File: src/rtl/counter_pkg.sv
// Shared definitions for the counter / count_decoder family:
// decoder FSM states, mode encoding and the Johnson code table.
package counter_pkg;

  typedef enum logic [1:0] {
    HUNT    = 2'd0,
    CONFIRM = 2'd1,
    LOCKED  = 2'd2
  } state_t;

  localparam logic MODE_JOHNSON = 1'b1;
  localparam logic MODE_RING    = 1'b0;

  // Johnson nibble for each step index; entry [0] is the last element listed.
  localparam logic [7:0][3:0] JOHNSON_CODE = {
    4'b1000, 4'b1100, 4'b1110, 4'b1111,
    4'b0111, 4'b0011, 4'b0001, 4'b0000
  };

endpackage

File: src/rtl/count_decoder_code_lookup.sv
// code_lookup: combinational decode of a counter code word into a step
// index plus a legality flag. Johnson mode looks at code[7:4] only; ring
// mode requires exactly one bit set in code[7:0].
module code_lookup
  import counter_pkg::*;
(
  input  logic [7:0] code,
  input  logic       mode,
  output logic [2:0] index,
  output logic       legal
);

  logic [3:0] ones;

  // Table match for Johnson, set-bit position and population count for ring.
  always_comb begin
    index = '0;
    legal = 1'b0;
    ones  = '0;
    if (mode == MODE_JOHNSON) begin
      for (int unsigned i = 0; i < 8; i++) begin
        if (code[7:4] == JOHNSON_CODE[3'(i)]) begin
          index = 3'(i);
          legal = 1'b1;
        end
      end
    end else begin
      for (int unsigned i = 0; i < 8; i++) begin
        if (code[3'(i)]) begin
          index = 3'(i);
          ones  = ones + 4'd1;
        end
      end
      legal = (ones == 4'd1);
    end
  end

endmodule

File: src/rtl/count_decoder.sv
// count_decoder: receive-side checker for the Johnson/ring counter.
// Decodes each valid sample, tracks the expected successor and reports
// lock, illegal code words and out-of-sequence steps. All outputs are
// registered. Optional saturating error counter: COUNT_DECODER_ERRCNT_EN.
module count_decoder
  import counter_pkg::*;
#(
  parameter int unsigned LOCK_CNT = 2
)
(
  input  logic       clk,
  input  logic       rst_n,
  input  logic [7:0] code_in,
  input  logic       mode,
  input  logic       valid_in,
  output logic [2:0] index,
  output logic       index_valid,
  output logic       locked,
  output logic       illegal,
  output logic       seq_err
`ifdef COUNT_DECODER_ERRCNT_EN
  ,
  output logic [7:0] err_count
`endif
);

  state_t     state_q, state_d, cur_state;
  logic [2:0] prev_q, prev_d;
  logic [2:0] run_q, run_d, run_inc;
  logic       mode_q, mode_d;
  logic       ill_d, seq_d;
  logic       locked_q, illegal_q, seq_err_q;
  logic [2:0] lk_index;
  logic       lk_legal;
  logic       is_succ, is_hold;

  code_lookup u_lookup (
    .code  (code_in),
    .mode  (mode),
    .index (lk_index),
    .legal (lk_legal)
  );

  assign is_succ = (lk_index == prev_q + 3'd1);
  assign is_hold = (lk_index == prev_q);
  assign run_inc = run_q + 3'd1;

  // Next-state, tracked index, run length and error pulses.
  // A mode change is folded in by evaluating the sample as if in HUNT.
  always_comb begin
    state_d   = state_q;
    prev_d    = prev_q;
    run_d     = run_q;
    mode_d    = mode_q;
    ill_d     = 1'b0;
    seq_d     = 1'b0;
    cur_state = state_q;
    if (valid_in) begin
      mode_d = mode;
      if (mode != mode_q) begin
        cur_state = HUNT;
      end
      if (!lk_legal) begin
        ill_d   = 1'b1;
        state_d = HUNT;
        run_d   = '0;
      end else begin
        case (cur_state)
          HUNT: begin
            state_d = CONFIRM;
            prev_d  = lk_index;
            run_d   = 3'd1;
          end
          CONFIRM: begin
            if (is_succ) begin
              prev_d = lk_index;
              run_d  = run_inc;
              if (run_inc == 3'(LOCK_CNT)) begin
                state_d = LOCKED;
              end
            end else if (!is_hold) begin
              prev_d = lk_index;
              run_d  = 3'd1;
            end
          end
          LOCKED: begin
            if (is_succ || is_hold) begin
              prev_d = lk_index;
            end else begin
              seq_d   = 1'b1;
              state_d = HUNT;
              run_d   = '0;
            end
          end
          default: begin
            state_d = HUNT;
            run_d   = '0;
          end
        endcase
      end
    end
  end

  // State and output registers.
  always_ff @(posedge clk or negedge rst_n) begin
    if (!rst_n) begin
      state_q   <= HUNT;
      prev_q    <= '0;
      run_q     <= '0;
      mode_q    <= MODE_RING;
      locked_q  <= 1'b0;
      illegal_q <= 1'b0;
      seq_err_q <= 1'b0;
    end else begin
      state_q   <= state_d;
      prev_q    <= prev_d;
      run_q     <= run_d;
      mode_q    <= mode_d;
      locked_q  <= (state_d == LOCKED);
      illegal_q <= ill_d;
      seq_err_q <= seq_d;
    end
  end

  assign index       = prev_q;
  assign index_valid = locked_q;
  assign locked      = locked_q;
  assign illegal     = illegal_q;
  assign seq_err     = seq_err_q;

`ifdef COUNT_DECODER_ERRCNT_EN
  logic [7:0] err_q;

  // Saturating count of error pulses, updated alongside the pulse itself.
  always_ff @(posedge clk or negedge rst_n) begin
    if (!rst_n) begin
      err_q <= '0;
    end else if ((ill_d || seq_d) && (err_q != '1)) begin
      err_q <= err_q + 8'd1;
    end
  end

  assign err_count = err_q;
`endif

endmodule
File: config.mk
export PLATFORM = sky130hd
export DESIGN_NAME = count_decoder
export DESIGN_NICKNAME = d
export VERILOG_FILES = /design/src/rtl/counter_pkg.sv /design/src/rtl/count_decoder_code_lookup.sv /design/src/rtl/count_decoder.sv
export SDC_FILE = /design/constraint.sdc
export NUM_CORES = 1
export LEC_CHECK = 0
export ABC_CLOCK_PERIOD_IN_PS = 5500
export CAP_MARGIN = 10
export CORE_ASPECT_RATIO = 2
export CORE_UTILIZATION = 50
export DETAILED_ROUTE_END_ITERATION = 12
export DONT_BUFFER_PORTS = 1
export PLACE_DENSITY = 0.64
export SYNTH_ARGS = -nofsm -noshare
export SYNTH_HDL_FRONTEND = slang
export SYNTH_SLANG_ARGS = --single-unit
File: constraint.sdc
create_clock -name clk -period 5.5 [get_ports clk]
set_input_delay 1.1 -clock clk [delete_from_list [all_inputs] [get_ports clk]]
set_output_delay 1.1 -clock clk [all_outputs]
set_load 0.01 [all_outputs]
After elaboration in Yosys (flattened, before gate mapping):

Cells that the tools add are included.

* register bits: 12
* input port bits: 12
* output and inout port bits: 7
* word-level logic and storage cells: 104

* $add $sub $neg: 9
* equal/unequal tests: 19
* muxes and demuxes: 63
* reductions and logical operators: 6

Operator list (number)
* $mux W4: 15
* $mux W3: 16
* $add A4 B1 Y4 const B: 7
* $mux W2: 11
* $mux W1: 18
* $pmux W3 S3: 2
* $eq A4 B4 Y1 const B: 4
* $eq A4 B1 Y1 const B: 2
* $add A3 B1 Y3 const B: 2
* $eq A3 B3 Y1: 2
* $ne A3 B3 Y1 const B: 2
* $pmux W2 S3: 1
* $reduce_and A5 Y1: 1
* $eq A2 B2 Y1 const B: 2
* $eq A4 B2 Y1 const B: 1
* $eq A4 B3 Y1 const B: 1
* $logic_not A4 Y1: 1
* $ne A4 B4 Y1 const B: 1
* $eq A3 B2 Y1 const B: 1
* $reduce_and A3 Y1: 1
* $reduce_bool A3 Y1: 1
* $eq A2 B1 Y1 const B: 1
* $logic_not A2 Y1: 1
* $ne A2 B2 Y1 const B: 1
* other kinds (2): 2

Longest topological paths before layout:

* word-level depth: 28
* mapped depth: 26
* depth with buffers taken out: 26

Hierarchy:

Synthesis repeated with hierarchy kept, for this count alone.

* cell total of the unflattened synthesis: 171
* area total of the unflattened synthesis: 1496.4 um2

Modules (own cells, without submodules)
* count_decoder: instances 1, cells an instance 75, area an instance 770.7 um2, seq. area each 300.3 um2
* code_lookup: instances 1, cells an instance 96, area an instance 725.7 um2, seq. area each 0.0 um2

Worst setup path before layout:

Ideal clock, no wire load.

* path type: input port to flip-flop
* start: input port code_in[0]
* end: register prev_q[2], in the netlist index[2]
* library setup time: 128 ps
* arrival time: 5436 ps
* data required time: 5372 ps
* slack: -63 ps
* stages: 24
* path buffers: 0
* path through: inv_1 ha_1 xor2_1 ha_1 nor2b_1 nor2_1 ha_1 nand2_1 o31ai_1 ha_1 nor2b_1 a41oi_1 nand2_1 inv_1 ha_1 nand2_1 o21ai_0 ha_1 or4_1 a21oi_1 a31oi_1 a221oi_4 o21bai_2 mux2_1

* word-level cells in the longest chain between the ends: 26

RTL lines
* start: declaration: RTL line count_decoder.sv:13 `input logic [7:0] code_in,`
* $mux W1 *: RTL line count_decoder_code_lookup.sv:29 `if (code[3'(i)]) begin`
* $mux W4 *: RTL line count_decoder_code_lookup.sv:20 `if (mode == MODE_JOHNSON) begin`
* $add A4 B1 Y4: RTL line count_decoder_code_lookup.sv:31 `ones = ones + 4'd1;`
* $mux W4 *: RTL line count_decoder_code_lookup.sv:29
* $mux W4 *: RTL line count_decoder_code_lookup.sv:20
* $add A4 B1 Y4: RTL line count_decoder_code_lookup.sv:31
* $mux W4 *: RTL line count_decoder_code_lookup.sv:29
* $mux W4 *: RTL line count_decoder_code_lookup.sv:20
* (+10 left out)
* $mux W4 *: RTL line count_decoder_code_lookup.sv:29
* $mux W4 *: RTL line count_decoder_code_lookup.sv:20
* $add A4 B1 Y4: RTL line count_decoder_code_lookup.sv:31
* $mux W4 *: RTL line count_decoder_code_lookup.sv:29
* $mux W4 *: RTL line count_decoder_code_lookup.sv:20
* $eq A4 B1 Y1 *: RTL line count_decoder_code_lookup.sv:34 `legal = (ones == 4'd1);`
* $mux W1 *: RTL line count_decoder_code_lookup.sv:20
* $reduce_and A5 Y1 (no line) *
* end signal: assignment: RTL line count_decoder.sv:116 `prev_q <= prev_d;`
* end: declaration: RTL line count_decoder.sv:28 `logic [2:0] prev_q, prev_d;`

Every way passes the cells marked *; elsewhere a longest branch is shown, timed or not. The select of a mux whose other input is x is not followed.
A chain may end at the register's enable or synchronous reset.

Final worst setup path:

* start: input port code_in[0]
* end: register run_q[0]

* word-level cells in the longest chain between the ends: 27
* elaborated cells between the ends (all ways): 29
* those cells by class: 7 x add/sub; 3 x eq/ne; 18 x mux; 1 x reduce/logical

RTL lines
* $mux W1 *: RTL line count_decoder_code_lookup.sv:29
* $mux W4 *: RTL line count_decoder_code_lookup.sv:20
* $add A4 B1 Y4: RTL line count_decoder_code_lookup.sv:31
* $mux W4 *: RTL line count_decoder_code_lookup.sv:29
* $mux W4 *: RTL line count_decoder_code_lookup.sv:20
* $add A4 B1 Y4: RTL line count_decoder_code_lookup.sv:31
* $mux W4 *: RTL line count_decoder_code_lookup.sv:29
* $mux W4 *: RTL line count_decoder_code_lookup.sv:20
* (+11 left out)
* $mux W4 *: RTL line count_decoder_code_lookup.sv:20
* $add A4 B1 Y4: RTL line count_decoder_code_lookup.sv:31
* $mux W4 *: RTL line count_decoder_code_lookup.sv:29
* $mux W4 *: RTL line count_decoder_code_lookup.sv:20
* $eq A4 B1 Y1 *: RTL line count_decoder_code_lookup.sv:34
* $mux W1 *: RTL line count_decoder_code_lookup.sv:20
* $ne A4 B4 Y1 (no line) / $ne A3 B3 Y1 (equally long branches)
* $reduce_and A3 Y1 (no line)
* end signal: assignment: RTL line count_decoder.sv:117 `run_q <= run_d;`
* end: declaration: RTL line count_decoder.sv:29 `logic [2:0] run_q, run_d, run_inc;`

Marks and branches as above.

==> summary.md <==
The number of enable-type register cells in the synthesized netlist is 0, and the number of instances in the synthesized netlist is 183. The run gives 1 as the number of H-tree levels. The top cell type's share of synthesized area came out at 0.1975.

From synthesis to final layout, the design area changed by 19.09%. The combinational cell fraction of total power was 0.586; the worst-case hold slack was 0.5381 ns. The tools report the starting density of the core as 0.5228. For this run, the slowest stage of the critical path takes 0.55 ns.

After synthesis the netlist holds a flip-flop and latch count of 12. The proportion of total power due to net switching works out to 0.4016. The tools report the count of final hold-check violations as 0. The post-synthesis net count is 205, and the worst max-slew margin expressed relative to the limit is 0.5235. OpenSTA, run right after detailed placement, puts the worst setup slack at -0.1417 ns. Final HPWL from detailed placement: 3034 um. The share of post-route cells with drive strength above 1 was 0.2513. The run finished with clean final reports. The run gives 0 as the number of warnings reported in the yosys synthesis log.

The cell area after synthesis came out at 1520 um2. Counting along the longest clock path gives a buffer depth of 2. The layout has 270 filler cells.

The clock period could shrink to 5.336 ns. The post-detailed-route DRC marker count is 0, and the non-filler instance count after layout is 225. The slew at the pin closest to its max-slew limit works out to 0.7058 ns. The logs give 300.3 um2 for the sequential cell area and 0 for the global-route congestion overflow total.

Summed over all nets, the switching power comes to 220.1 uW. The via count of the first global-routing pass is 1465, and the arrival time at the worst endpoint is 5.50 ns. The clock latency reported for the late side of the worst-skew pair was 0.25 ns; the number of library cell types mapped by synthesis was 54. For this design, the slowest cell found on the critical path is or4_4. Pin placement for this block handled 19 I/O pins. The worst setup path is captured at a register.

The final-stage net count was 218. The share of synthesized registers carrying an async set or reset came out at 1.000. The total global-route track usage was 0.2543; the post-route setup TNS was 0 ns.

The areal power density over the cells is 302.8 nW/um2, and the setup slack after layout is 0.1636 ns. Averaged over all synthesized cells, the footprint is 8.307 um2. Counting the buffers created by CTS gives 3.

Counting cells, the worst reg-to-reg path comes to 5. The clock tree root buffer cell was clkbuf_8. At the end of routability-driven placement, the weighted congestion stood at 0.8114.

The commonest register cell after synthesis is dfrtp_1. The multi-input combinational cells in the finished layout cover a total of 1230 um2. The die is 40.99 um wide. The wire length of the first global-routing pass was 5913 um; the first-pass detailed-route iteration total was 4. The worst-path maximum fanout is 7. The tightest min-delay check is of the in -> async type. The logs give 0 for the final count of negative-setup-slack endpoints and 0 for the antenna violation net count after detailed routing. Sorting the synthesized cells by area gives the leading types as dfrtp_1, ha_1, xnor2_1.

For the cell-internal power, the log shows 328.1 uW. The proportion of synthesized chip area in sequential cells is 0.1975, and the sequential fraction of design power is 0.235. The total of buffers placed on input and output ports is 0.

The type of origin of the critical path is a primary input. For the number of antenna violations at the first check in global routing, the log shows 0. TritonCTS built the clock tree. Timing would allow up to 187.4 MHz. Leaving out fill and tap cells, the most frequent cells in the layout are nand2_1, buf_4, dfrtp_1.

The maximum number of pins on one net before global-route repair was 17; the number of DRC markers after the initial detailed-route iteration was 32. Using the TritonRoute via totals, the vias-per-cell ratio works out to 6.560. The logs give 3875 um for the total wire length after detailed routing and 1810 um2 for the final instance area. dfrtp_1 takes more of the synthesized area than any other cell.

The total inserted antenna cells was 0; the required time of the worst setup path was 5.67 ns. The clock net in this run drives a total of 12 sinks. In this run, placement finished with an instance count of 215. The tools report the number of max-slew violations in the final report as 0. The clock edge transition at the registers on the reported setup and hold paths came out at 0.06 ns.

In this run the vertical extent of the chip is 79.98 um. The tools report the clock skew as 0.01094 ns. The part of the cycle the worst path needs works out to 0.9702.

The logs give 3278 um2 for the die outline area and 3.33 ns for the setup slack of the worst register-to-register path. For the clock share of power, the log shows 0.179. The worst-case vdd ir drop was 0.1444 mV; the total via count after detailed routing was 1476. The max capacitance violation total was 0. The kind of critical path was in -> reg. Summed over all cells, the static leakage comes to 0.0007570 uW. Row generation in the floorplan step produced 28 rows. The floorplan step defined a core boundary enclosing 2908 um2. After detailed placement, the total cell area comes to 1627 um2. After detailed routing, the average wire length per cell comes to 17.22 um.
[path summary, 6_finish.rpt]
check                           start          to
hold / removal                  rst_n  state_q[0]
setup reg to reg             index[0]    index[2]
min in group clk               mode_q      mode_q
hold reg to reg                mode_q      mode_q
setup / recovery           code_in[0]    run_q[0]
max in group asynchronous       rst_n  state_q[1]
[cells by family (layout without fill, tap and decap cells)]
logic type      after synthesis  count (layout)  synth area share
fa+ha+maj                    10              10           0.08230
flops                        12              12            0.1975
compound gates               47              47            0.2494
mux                           7               7           0.04938
buf+inv                      21              33           0.05597
xor+xnor                     17              17            0.1317
simple gates                 69              69            0.2337
[cell usage after synthesis, drive strengths merged (2+ instances only)]
library cell,n
nor3,5
mux2i,3
nor2b,7
a21oi,6
or3,3
buf,4
xor2,5
o21ai,4
inv,11
dfrtp,12
a41oi,2
a211o,2
nand2b,5
and3,2
nand4,2
nor3b,2
o2111ai,3
o31ai,3
or4,2
o2bb2ai,3
ha,10
mux2,4
nand3,7
and2,2
xnor2,9
o21bai,2
a31oi,2
nand2,19
o311ai,2
o211ai,5
xnor3,2
clkbuf,6
o221ai,3
a2bb2oi,2
nor2,10
[layer usage]
layer | vias to the layer above | track usage | wire length (um)
met2 | 38 | 0.5203 | 2369
met4 | 0 | 0.1100 | 88
li1 | 708 | - | -
met5 | - | 0 | 0
met3 | 11 | 0.02507 | 107
met1 | 719 | 0.1966 | 1310
[flip-flops by register name, indices dropped and copies added, names as in the netlist]
signal / count
illegal: 1
run_q: 3
seq_err: 1
state_q: 2
mode_q: 1
index_valid: 1
index: 3
[area by class of cell]
| class | count | area share |
|---|---|---|
| sequential | 12 | 0.1659 |
| timing repair buffer | 18 | 0.07671 |
| multi-input combinational | 150 | 0.6793 |
| tap | 30 | 0.02073 |
| clock buffer | 4 | 0.03041 |
| inverter | 11 | 0.02695 |
[critical path, delay by kind of cell]
kind | cells | cell delay (ns)
adder cells (fa/ha/maj) | 6 | 1.63
AO/OA/AOI/OAI | 8 | 1.28
AND/OR/NAND/NOR | 7 | 1.01
buffers and inverters | 3 | 0.30
XOR/XNOR | 1 | 0.19
[stage by stage]
step | total power, uW | util
finish | 548.2 | 0.6226
global route | 581.6 | 0.6226
CTS | 503.4 | 0.5783
detailed placement | 404.9 | 0.5594
global placement | 395.2 | 0.5594
floorplan | 336.2 | -
[timing repair]
item / in CTS / in global routing
endpoints found under the setup margin: 0 / 10
hold buffers: 0 / 0
gates resized for setup: 0 / 20
buffers inserted: 0 / 6
endpoints found under the hold margin: 0 / 0
[power by group through the flow]
stage	Combinational, uW	Sequential [uW]	Clock, uW
final	321	129	98.1
after global routing	349	131	102
after CTS	278	129	96.7
after detailed placement	275	130	0
after global placement	265	130	0
after floorplan	212	124	0
No activity file was read; power rests on OpenSTA's default activity.
